### src/rtl/protobuf_varint_encoder_pkg.sv
// Shared protobuf encoding constants and types used by the varint encoder/decoder stages.
package protobuf_pkg;

  localparam int unsigned VARINT_MAX_BYTES_32 = 5;
  localparam int unsigned VARINT_MAX_BYTES_64 = 10;

  // Protobuf wire types
  localparam logic [2:0] VARINT = 3'd0;
  localparam logic [2:0] I64    = 3'd1;
  localparam logic [2:0] LEN    = 3'd2;
  localparam logic [2:0] I32    = 3'd5;

  typedef enum logic {
    IDLE,
    EMIT
  } enc_state_e;

endpackage

### src/rtl/protobuf_varint_encoder_if.sv
// Value-in / byte-out handshake bundle of the varint encoder.
interface protobuf_varint_encoder_if;
  logic        in_valid;
  logic        in_ready;
  logic [63:0] in_data;
  logic        in_is64;
  logic        in_zigzag;
  logic        out_valid;
  logic        out_ready;
  logic [7:0]  out_data;
  logic        out_last;

  modport master (
    output in_valid, in_data, in_is64, in_zigzag, out_ready,
    input  in_ready, out_valid, out_data, out_last
  );

  modport slave (
    input  in_valid, in_data, in_is64, in_zigzag, out_ready,
    output in_ready, out_valid, out_data, out_last
  );
endinterface

### src/rtl/protobuf_zigzag.sv
// Combinational ZigZag mapping for sint32/sint64: (d << 1) ^ sign-fill.
module protobuf_zigzag #(
  parameter int unsigned Width = 64
) (
  input  logic [Width-1:0] in_data,
  output logic [Width-1:0] out_data
);

  assign out_data = {in_data[Width-2:0], 1'b0} ^ {Width{in_data[Width-1]}};

endmodule

### src/rtl/protobuf_varint_encoder.sv
// Streaming base-128 varint encoder: one value in, one byte per cycle out, with
// optional ZigZag mapping and wrapping value/byte status counters.
module protobuf_varint_encoder
  import protobuf_pkg::*;
#(
  parameter int unsigned COUNT_W = 32
) (
  input  logic                  clock_clk,
  input  logic                  reset_reset,
  protobuf_varint_encoder_if.slave bus,
  output logic [COUNT_W-1:0]    value_count,
  output logic [COUNT_W-1:0]    byte_count
);

  enc_state_e state_q, state_d;
  logic [63:0] sr_q, sr_d;
  logic [COUNT_W-1:0] value_count_q, byte_count_q;

  logic [31:0] zz32;
  logic [63:0] zz64;
  logic [63:0] load_val;
  logic        more;
  logic        fire;
  logic        accept;

  protobuf_zigzag #(.Width(32)) u_zigzag32 (
    .in_data  (bus.in_data[31:0]),
    .out_data (zz32)
  );

  protobuf_zigzag #(.Width(64)) u_zigzag64 (
    .in_data  (bus.in_data),
    .out_data (zz64)
  );

  // 32-bit values are zero-extended so negative int32 stays at 5 bytes.
  always_comb begin
    load_val = 64'd0;
    unique case ({bus.in_is64, bus.in_zigzag})
      2'b00:   load_val = {32'd0, bus.in_data[31:0]};
      2'b01:   load_val = {32'd0, zz32};
      2'b10:   load_val = bus.in_data;
      2'b11:   load_val = zz64;
      default: load_val = 64'd0;
    endcase
  end

  assign more = |sr_q[63:7];

  // Output / handshake decode
  always_comb begin
    bus.out_valid = (state_q == EMIT);
    bus.out_data  = bus.out_valid ? {more, sr_q[6:0]} : 8'd0;
    bus.out_last  = bus.out_valid & ~more;
    fire          = bus.out_valid & bus.out_ready;
    bus.in_ready  = (state_q == IDLE) | (fire & bus.out_last);
    accept        = bus.in_valid & bus.in_ready;
  end

  // Next state: a value accepted on the last byte keeps the FSM in EMIT
  always_comb begin
    state_d = state_q;
    unique case (state_q)
      IDLE: if (accept) state_d = EMIT;
      EMIT: begin
        if (accept) begin
          state_d = EMIT;
        end else if (fire && !more) begin
          state_d = IDLE;
        end
      end
      default: state_d = IDLE;
    endcase
  end

  always_comb begin
    sr_d = sr_q;
    if (fire && more) begin
      sr_d = sr_q >> 7;
    end
    if (accept) begin
      sr_d = load_val;
    end
  end

  always_ff @(posedge clock_clk) begin
    if (reset_reset) begin
      state_q <= IDLE;
    end else begin
      state_q <= state_d;
    end
  end

  always_ff @(posedge clock_clk) begin
    if (reset_reset) begin
      sr_q          <= 64'd0;
      value_count_q <= '0;
      byte_count_q  <= '0;
    end else begin
      sr_q <= sr_d;
      if (fire) begin
        byte_count_q <= byte_count_q + 1'b1;
        if (!more) begin
          value_count_q <= value_count_q + 1'b1;
        end
      end
    end
  end

  assign value_count = value_count_q;
  assign byte_count  = byte_count_q;

endmodule

### src/flat_wrapper.sv
// flat-port wrapper written by rule: the top's interface ports become plain ports
module protobuf_varint_encoder_flat import protobuf_pkg::*;
#(
  parameter int unsigned COUNT_W = 32
)
  (clock_clk, reset_reset, value_count, byte_count, bus_in_valid, bus_in_data, bus_in_is64, bus_in_zigzag, bus_out_ready, bus_in_ready, bus_out_valid, bus_out_data, bus_out_last);
  protobuf_varint_encoder_if bus_i ();
  input  logic clock_clk;
  input  logic reset_reset;
  output logic [COUNT_W-1:0] value_count;
  output logic [COUNT_W-1:0] byte_count;
  input wire logic [$bits(bus_i.in_valid)-1:0] bus_in_valid;
  input wire logic [$bits(bus_i.in_data)-1:0] bus_in_data;
  input wire logic [$bits(bus_i.in_is64)-1:0] bus_in_is64;
  input wire logic [$bits(bus_i.in_zigzag)-1:0] bus_in_zigzag;
  input wire logic [$bits(bus_i.out_ready)-1:0] bus_out_ready;
  output wire logic [$bits(bus_i.in_ready)-1:0] bus_in_ready;
  output wire logic [$bits(bus_i.out_valid)-1:0] bus_out_valid;
  output wire logic [$bits(bus_i.out_data)-1:0] bus_out_data;
  output wire logic [$bits(bus_i.out_last)-1:0] bus_out_last;
  assign bus_i.in_valid = bus_in_valid;
  assign bus_i.in_data = bus_in_data;
  assign bus_i.in_is64 = bus_in_is64;
  assign bus_i.in_zigzag = bus_in_zigzag;
  assign bus_i.out_ready = bus_out_ready;
  assign bus_in_ready = bus_i.in_ready;
  assign bus_out_valid = bus_i.out_valid;
  assign bus_out_data = bus_i.out_data;
  assign bus_out_last = bus_i.out_last;
  protobuf_varint_encoder #(.COUNT_W(COUNT_W)) u_core (.clock_clk(clock_clk), .reset_reset(reset_reset), .bus(bus_i), .value_count(value_count), .byte_count(byte_count));
endmodule
### config.mk
export PLATFORM = sky130hd
export DESIGN_NAME = protobuf_varint_encoder_flat
export DESIGN_NICKNAME = d
export VERILOG_FILES = /design/src/rtl/protobuf_varint_encoder_pkg.sv /design/src/rtl/protobuf_varint_encoder_if.sv /design/src/rtl/protobuf_zigzag.sv /design/src/rtl/protobuf_varint_encoder.sv /design/src/flat_wrapper.sv
export SDC_FILE = /design/constraint.sdc
export NUM_CORES = 1
export LEC_CHECK = 0
export ABC_AREA = 1
export BUFFER_PORTS_ARGS = -buffer_cell sky130_fd_sc_hd__clkbuf_2
export CORE_UTILIZATION = 40
export CTS_CLUSTER_SIZE = 20
export DETAILED_ROUTE_END_ITERATION = 16
export SYNTH_ARGS = -nofsm -noshare
export SYNTH_HDL_FRONTEND = slang
export SYNTH_SLANG_ARGS = --single-unit
### constraint.sdc
create_clock -name clock_clk -period 2.35 [get_ports clock_clk]
set_input_delay 0.3525 -clock clock_clk [delete_from_list [all_inputs] [get_ports clock_clk]]
set_output_delay 0.3525 -clock clock_clk [all_outputs]
set_load 0.005 [all_outputs]
; ---- After elaboration in Yosys (flattened, before gate mapping)
; Index checks and enable logic that the tools add are counted.
[totals]
regBits = 129
in_bits = 70
[classes]
muxes = 8
eq_ne = 3
n_reduce_logical = 7
bitwise_logic = 9
addsub = 2
[ops]
columns = operator, n
row1 = case mux 64 bit (4 select lines), 1
row2 = two-way mux 64 bit, 2
row3 = "adder 32 x 1 -> 32 bit, second input constant", 2
row4 = bitwise XOR 64 bit, 1
row5 = OR reduction 57 bit, 1
row6 = bitwise XOR 32 bit, 1
row7 = two-way mux 8 bit, 1
row8 = bitwise AND 1 bit, 4
row9 = "equality test 2 bit, second input constant", 2
row10 = two-way mux 1 bit, 3
row11 = "equality test 2 x 1 -> 1 bit, second input constant", 1
row12 = logical AND 1 bit, 2
row13 = logical NOT 2 bit, 1
row14 = NOT 1 bit, 2
row15 = case mux 1 bit (2 select lines), 1
row16 = AND reduction 2 bit, 1
row17 = nonzero test 2 bit, 1
row18 = logical NOT 1 bit, 1
row19 = OR 1 bit, 1

; ---- Depth between registers and ports, before layout
; Gate-level depths: netlist of the first run.
[depth]
ltp_word = 8
depth_mapped = 14

; ---- By module
; Synthesis of the first run repeated with hierarchy kept, for this count alone.
[hier_totals]
cells_unflattened = 1683
hier_area_um2 = 9733.1
[by_module_without_submodules]
columns = module, cells_per_inst, instances, area_per_inst_um2
row1 = protobuf_varint_encoder, 1284, 1, 7926.4
row2 = protobuf_zigzag at u_core.u_zigzag64, 267, 1, 1300.0
row3 = protobuf_zigzag at u_core.u_zigzag32, 132, 1, 506.7

; ---- Worst setup path before layout of the first run
; No wires, ideal clock.
[synth_timing]
path_type = input to register
start = input port bus_in_zigzag
end = register u_core.sr_q[10]
setup_ns = 0.116
cell_stages = 10
path_slack_ns = 0.702
required_ns = 2.234
arrival_time_ns = 1.532
cell_sequence = buf_2 -> nand2_2 -> inv_1 -> nand2_1 -> o21ai_1 -> nand2_1 -> buf_2 -> o221ai_1 -> o21ai_0 -> nor2_1
[synth_between]
elab_chain_cells = 3
word_cells_on_any_way = 6
cone_classes = eq/ne (3) / mux (2) / reduce/logical (1)
[synth_lines]
columns = item, line
row1 = start: declaration, flat_wrapper.sv:15  ; input wire logic [$bits(bus_i.in_zigzag)-1:0] bus_in_zigzag;
row2 = equality test 2 bit (tied with other cells), protobuf_varint_encoder.sv:39  ; unique case ({bus.in_is64, bus.in_zigzag})
row3 = case mux 64 bit (4 select lines) *, protobuf_varint_encoder.sv:39
row4 = two-way mux 64 bit *, protobuf_varint_encoder.sv:81  ; if (accept) begin
row5 = end signal: assignment, protobuf_varint_encoder.sv:100  ; sr_q <= sr_d;
row6 = end: declaration, protobuf_varint_encoder.sv:16  ; logic [63:0] sr_q, sr_d;
; Every way passes the cells marked *; elsewhere a longest branch is shown, timed or not.
; A chain may end at the register's enable or synchronous reset.

; ---- Worst setup path in the final report of the first run
[layout_timing]
start = register u_core.sr_q[40]
end = output port bus_in_ready
[layout_between]
elab_chain_cells = 5
[layout_lines]
columns = item, line
row1 = OR reduction 57 bit, protobuf_varint_encoder.sv:48  ; assign more = |sr_q[63:7];
row2 = NOT 1 bit, protobuf_varint_encoder.sv:54  ; bus.out_last = bus.out_valid & ~more;
row3 = bitwise AND 1 bit, protobuf_varint_encoder.sv:54
row4 = bitwise AND 1 bit, protobuf_varint_encoder.sv:56  ; bus.in_ready = (state_q == IDLE) | (fire & bus.out_last);
row5 = OR 1 bit, protobuf_varint_encoder.sv:56
row6 = end: declaration, flat_wrapper.sv:17  ; output wire logic [$bits(bus_i.in_ready)-1:0] bus_in_ready;
; Every way passes these cells.

==> results of run 1 <==
## stage by stage
stage | utilization (%) | cells
3_5_place_dp | 45.5 | 1702
4_1_cts | 48.6 | 1734
3_3_place_gp | 45.5 | 1702
5_1_grt | 48.7 | 1734
2_1_floorplan | - | 1337
6_report | 48.7 | 1734
## layer usage
layer / global-route usage, % / up-vias / routed length [um]
li1: - / 4615 / -
met4: 6.84 / 0 / 357
met3: 3.67 / 29 / 1280
met2: 36.7 / 276 / 11200
met5: 0 / - / 0
met1: 31.4 / 4081 / 11600
## state kept, by name (all words and copies together), names as in the netlist
register,count
u_core.sr_q,64
u_core.byte_count,32
u_core.value_count,32
u_core.bus.out_valid,1
## logic make-up after synthesis
kind of cell	count (synthesis)
simple gates	690
fa+ha+maj	2
buf+inv	197
xor+xnor	50
flops	129
compound gates	269
## cell usage in the layout, fill, tap and decap left out, types with 5 or more instances in the layout
cell type | netlist | final
a21oi_1 | 137 | 136
buf_4 | 3 | 26
clkbuf_16 | 0 | 17
clkbuf_2 | 0 | 143
dfxtp_1 | 129 | 129
inv_1 | 112 | 112
inv_2 | 7 | 6
nand2_1 | 364 | 364
nand3_1 | 91 | 91
nand3b_1 | 5 | 5
nand4_1 | 12 | 12
nor2_1 | 156 | 156
nor3_1 | 36 | 36
nor3b_1 | 8 | 8
o21ai_0 | 63 | 63
o21ai_1 | 15 | 15
o221ai_1 | 28 | 28
o22ai_1 | 10 | 10
xnor2_1 | 30 | 30
xor2_1 | 20 | 20
## timing repair
| action | CTS | global route |
|---|---|---|
| hold buffers | 0 | 0 |
| pin swaps | 0 | 0 |
| resized for setup | 1 | 8 |
| buffers inserted | 0 | 0 |
| setup endpoints to repair | 1 | 5 |
## power by group through the flow
stage | Clock, mW | Combinational, mW | Sequential [mW]
floorplan | 0 | 0.597 | 2.36
global placement | 0 | 0.823 | 2.38
detailed placement | 0 | 0.828 | 2.38
CTS | 2.87 | 0.833 | 2.34
global route | 2.97 | 0.947 | 2.35
finish | 2.82 | 0.839 | 2.34
## final cells by class
class / instances / area share, %
inverter: 119 / 4.55
multi-input combinational: 1011 / 49.6
clock buffer: 18 / 4.45
sequential: 129 / 26.2
tap: 270 / 3.43
clock inverter: 14 / 1.90
timing repair buffer: 173 / 9.90
## tightest hold or removal path: stages
cell	delay (ns)
clkbuf_2	0.12
o211ai_1	0.11
nand4_1	0.09
a21oi_1	0.06
## worst min-delay path by stage
stage / from / endpoint / slack (ns) / cells past startpoint
final: bus_in_data[49] / u_core.sr_q[50] / 0.35 / 4
after floorplan: u_core.byte_count[17] / u_core.byte_count[17] / 0.45 / 2
after global routing: bus_in_data[49] / u_core.sr_q[50] / 0.37 / 4
after global placement: u_core.byte_count[17] / u_core.byte_count[17] / 0.45 / 2
after CTS: bus_in_data[49] / u_core.sr_q[50] / 0.34 / 4
after detailed placement: u_core.byte_count[17] / u_core.byte_count[17] / 0.45 / 2
==> results.json, run 1 <==
{
  "period_needed_ns": 2.19,
  "ir_worst_vdd_uv": 364,
  "synth_top_family_by_area": "simple AND/OR/NAND/NOR gates",
  "cp-endpoint": "bus_in_ready",
  "start_util_pct": 40.8,
  "cts_root_buffer": "clkbuf_16",
  "slowest_delay_ns": 0.33,
  "r2r-start": "u_core.sr_q[40]",
  "grt_use_total_pct": 22.9,
  "finalSetupViolCount": 0,
  "finalHoldViolations": 0,
  "synth_warnings": 0,
  "yosys-mux-area-fraction_pct": 0,
  "die_h_um": 146,
  "drc": 0,
  "fp.dieW_um": 146,
  "synthTopCellsByCount": "364 x nand2_1, 156 x nor2_1, 137 x a21oi_1, 129 x dfxtp_1, 112 x inv_1",
  "core_region_area_mm2": 0.0202,
  "placementRows": 52,
  "post_drt_wl_per_cell_um": 14.1,
  "dr_total_vias": 9001,
  "diodes": 0,
  "rsz0062_at_grt": "no",
  "syn_area_mm2": 0.00826,
  "worstSkewPairLatency_ns": 0.42,
  "fin_crit_sh_pct": 93.2,
  "synthAdderAreaFrac_pct": 0.303,
  "clk_pin_slew_ns": 0.06,
  "fin_setup_tns_ns": 0,
  "grt_pass1_wl_um": 39800,
  "slew_headroom_pct": 55.6,
  "synth-simple-area-share_pct": 35.1,
  "yosys.area.top_type": "dfxtp_1",
  "crit_chain": "nor2_1, nand2_1, nor2_1, nand2_1, nor2_4, nand3_4, nand2_4, buf_12, clkbuf_2",
  "cellLeakagePower_nw": 4.27,
  "firstDrtPassIters": 6,
  "multi_input_area_mm2": 0.00489,
  "intPower_mw": 4.38,
  "cts_tree": "done",
  "routed_wl_um": 24400,
  "clk_path_buf_depth": 2,
  "drt_iter0_markers": 576,
  "place.port_buffers": 144,
  "synth_edf_count": 0,
  "drive_gt1_share_pct": 15.7,
  "dieArea_mm2": 0.0212,
  "comb_power_share_pct": 14.0,
  "async_reset_ff_share_pct": 0,
  "grt_pass1_vias": 7937,
  "ys_seq_elements": 129,
  "grt_max_degree": 97,
  "seqPwrFrac_pct": 39.0,
  "postRouteAntennaNets": 0,
  "avgSynthCellArea_um2": 6.18,
  "r2r_setup_slack_ns": 0.28,
  "fin_nets": 1523,
  "skew_ns": 0.00835,
  "cts_sinks": 129,
  "numCtsBuffers": 17,
  "critPathSlowestCell": "dfxtp_1",
  "p_switching_mw": 1.62,
  "synth_flop_cell": "dfxtp_1",
  "worstPathMaxFanout": 19,
  "antenna_found_initial": 0,
  "yosysSeqAreaShare_pct": 31.3,
  "crit_arrival_ns": 1.84,
  "netlist_instances": 1337,
  "cp_top_family": "simple AND/OR/NAND/NOR gates",
  "postPlaceCellArea_mm2": 0.00920,
  "crit_cells": 9,
  "htree_levels": 4,
  "slew_viol_final": 0,
  "fill_cells": 2165,
  "crit_buf_inv": 2,
  "crit_required_ns": 2.00,
  "totalPowerFinal_mw": 6.00,
  "synth_compound_area_share_pct": 18.2,
  "ios": 145,
  "r2r-end": "u_core.sr_q[10]",
  "p_per_area_mw_per_mm2": 608,
  "routed_via_density": 5.19,
  "fmax_mhz": 456,
  "routabilityCongestion": 0.912,
  "synth_fp_nets": 1409,
  "hp-class": "input pin to flop",
  "cp-startpoint": "u_core.sr_q[40]",
  "worst-setup-path-type": "flop to primary output",
  "cp-end-kind": "primary output",
  "synth_xor_area_share_pct": 5.30,
  "timing.max_cap.violations": 0,
  "grt_overflow": 0,
  "worst_slack_ns": 0.159,
  "dpl.hpwl_um": 17400,
  "r2r_cells": 11,
  "syn_to_final_growth_pct": 19.4,
  "synth_area_leaders": "dfxtp_1 31%, nand2_1 17%, a21oi_1 8.3%, nor2_1 7.1%, nand3_1 5.5%",
  "whs_ns": 0.352,
  "worst_pin_slew_ns": 0.666,
  "synth_top_area_share_pct": 31.3,
  "start_kind": "flop",
  "p_sw_share_pct": 27.0,
  "status": "complete, no violations",
  "pwr-share-clk_pct": 47.0,
  "yosysUniqueCellTypes": 37,
  "dp_slack_ns": 0.210,
  "ff_latch_area_mm2": 0.00258,
  "finish.instance_area_mm2": 0.00986,
  "yosysMostFrequentCell": "nand2_1"
}
(Power assumes the default switching activity.)
==> run 2, diff against run 1 <==
--- a/config.mk
+++ b/config.mk
@@ -7,6 +7,7 @@
 export LEC_CHECK = 0
 export ABC_AREA = 1
 export BUFFER_PORTS_ARGS = -buffer_cell sky130_fd_sc_hd__clkbuf_2
+export CORE_ASPECT_RATIO = 0.75
 export CORE_UTILIZATION = 40
 export CTS_CLUSTER_SIZE = 20
 export DETAILED_ROUTE_END_ITERATION = 16
==> results.json, run 2 (synthesis gave the netlist of run 1 again) <==
{
  "postRouteAntennaNets": 0,
  "dp_slack_ns": 0.238,
  "totalPowerFinal_mw": 6.03,
  "regMostFlops": "u_core.sr_q",
  "fmax_mhz": 451,
  "finish.instance_area_mm2": 0.00989,
  "dr_total_vias": 8892,
  "layout_common_cells": "364 x nand2_1, 155 x nor2_1, 143 x clkbuf_2",
  "hp-class": "input pin to flop",
  "antenna_found_initial": 0,
  "cts_hold_buffers": 0,
  "start_util_pct": 40.9,
  "ios": 145,
  "grt_max_degree": 58,
  "ir_worst_vdd_uv": 419,
  "min_path_cells": 3,
  "grt_use_total_pct": 23.4,
  "syn_to_final_growth_pct": 19.7,
  "placed_cells": 1691,
  "p_per_area_mw_per_mm2": 610,
  "skew_ns": 0.0114,
  "core_region_area_mm2": 0.0202,
  "dieArea_mm2": 0.0212,
  "clk_pin_slew_ns": 0.06,
  "drc": 4,
  "die_h_um": 126,
  "cts_root_buffer": "clkbuf_16",
  "mostFrequentLayoutCell": "nand2_1",
  "worstSkewPairLatency_ns": 0.42,
  "r2r_cells": 12,
  "post_cts_buffers": 0,
  "worstPathMaxFanout": 19,
  "drive_gt1_share_pct": 15.9,
  "fin_nets": 1525,
  "grt_pass1_wl_um": 40400,
  "largest_reg_flops": 64,
  "place.port_buffers": 144,
  "finalHoldViolations": 0,
  "cp-end-kind": "primary output",
  "clk_path_buf_depth": 2,
  "routed_via_density": 5.16,
  "timing.max_cap.violations": 0,
  "fp.dieW_um": 168,
  "grt_pass1_vias": 7870,
  "whs_ns": 0.301,
  "fin_util_pct": 48.9,
  "cts_tree": "done",
  "numCtsBuffers": 17,
  "cellLeakagePower_nw": 4.29,
  "fill_cells": 2139,
  "fin_setup_tns_ns": 0,
  "diodes": 0,
  "routabilityCongestion": 0.900,
  "crit_required_ns": 2.00,
  "fin_crit_sh_pct": 94.4,
  "rsz0062_at_grt": "yes",
  "worst_pin_slew_ns": 0.553,
  "worst_slack_ns": 0.131,
  "final_cells": 1724,
  "slew_viol_final": 0,
  "dpl.hpwl_um": 17900,
  "post_drt_wl_per_cell_um": 14.5,
  "grt_overflow": 0,
  "violations": "DRC",
  "firstDrtPassIters": 11,
  "worst-setup-path-type": "flop to primary output",
  "drt_iter0_markers": 772,
  "postPlaceCellArea_mm2": 0.00919,
  "finalSetupViolCount": 0,
  "start_kind": "flop",
  "placementRows": 45,
  "period_needed_ns": 2.22,
  "htree_levels": 4,
  "slew_headroom_pct": 62.8,
  "cts_sinks": 129,
  "routed_wl_um": 25000,
  "crit_arrival_ns": 1.87,
  "status": "finished, violations left"
}
-- run 2: changes by cell type in the layout (fill, tap and decap cells not counted), sizes merged --
cell      previous run  this run
clkinv               5         8
buf                 30        31
clkinvlp             4         2
-- run 2: path summary, 6_finish.rpt --
path | to | from | slack [ns]
max | bus_in_ready | u_core.sr_q[57] | 0.13
min | u_core.bus.out_valid | bus_in_valid | 0.30
max reg2reg | u_core.sr_q[53] | u_core.sr_q[57] | 0.24
min reg2reg | u_core.byte_count[17] | u_core.byte_count[17] | 0.46
-- run 2: layout make-up --
type | count | area (um^2) | share of cell area, %
clock buffers | 17 | 425 | 4.30
clock inverters | 15 | 210 | 2.13
inverters | 119 | 449 | 4.54
multi-input cells | 1011 | 4880 | 49.4
flip-flops and latches | 129 | 2580 | 26.1
well taps | 258 | 323 | 3.27
repair buffers | 175 | 1010 | 10.2
-- run 2: layer usage --
metal | share of wire (%) | global-route usage (%) | wire length, um | vias to the layer above
met5 | 0 | 0 | 0 | -
li1 | - | - | - | 4620
met3 | 4.8 | 3.00 | 1200 | 12
met1 | 51 | 34.7 | 12700 | 4033
met4 | 0.77 | 5.40 | 191 | 0
met2 | 43 | 36.0 | 10800 | 227
-- run 2: timing repair --
item / CTS / global route
endpoints found under the setup margin: 1 / 16
hold endpoints to repair: 0 / 0
cloned: 0 / 1
gates resized for setup: 2 / 8
-- run 2: report_power, final --
group	total (mW)	internal (mW)	switching, mW
logic	0.849	0.317	0.532
registers	2.33	2.27	0.0627
clock network	2.85	1.79	1.06
-- run 2: worst max-delay path, cell delays in order (launching register included) --
cell and delay, ns:
dfxtp_1 0.33, nor2_1 0.12, nand2_1 0.09, nor2_2 0.10, nand2_1 0.09, nor2_4 0.17, nand3_2 0.13, nand2_4 0.12
buf_12 0.16, clkbuf_2 0.13
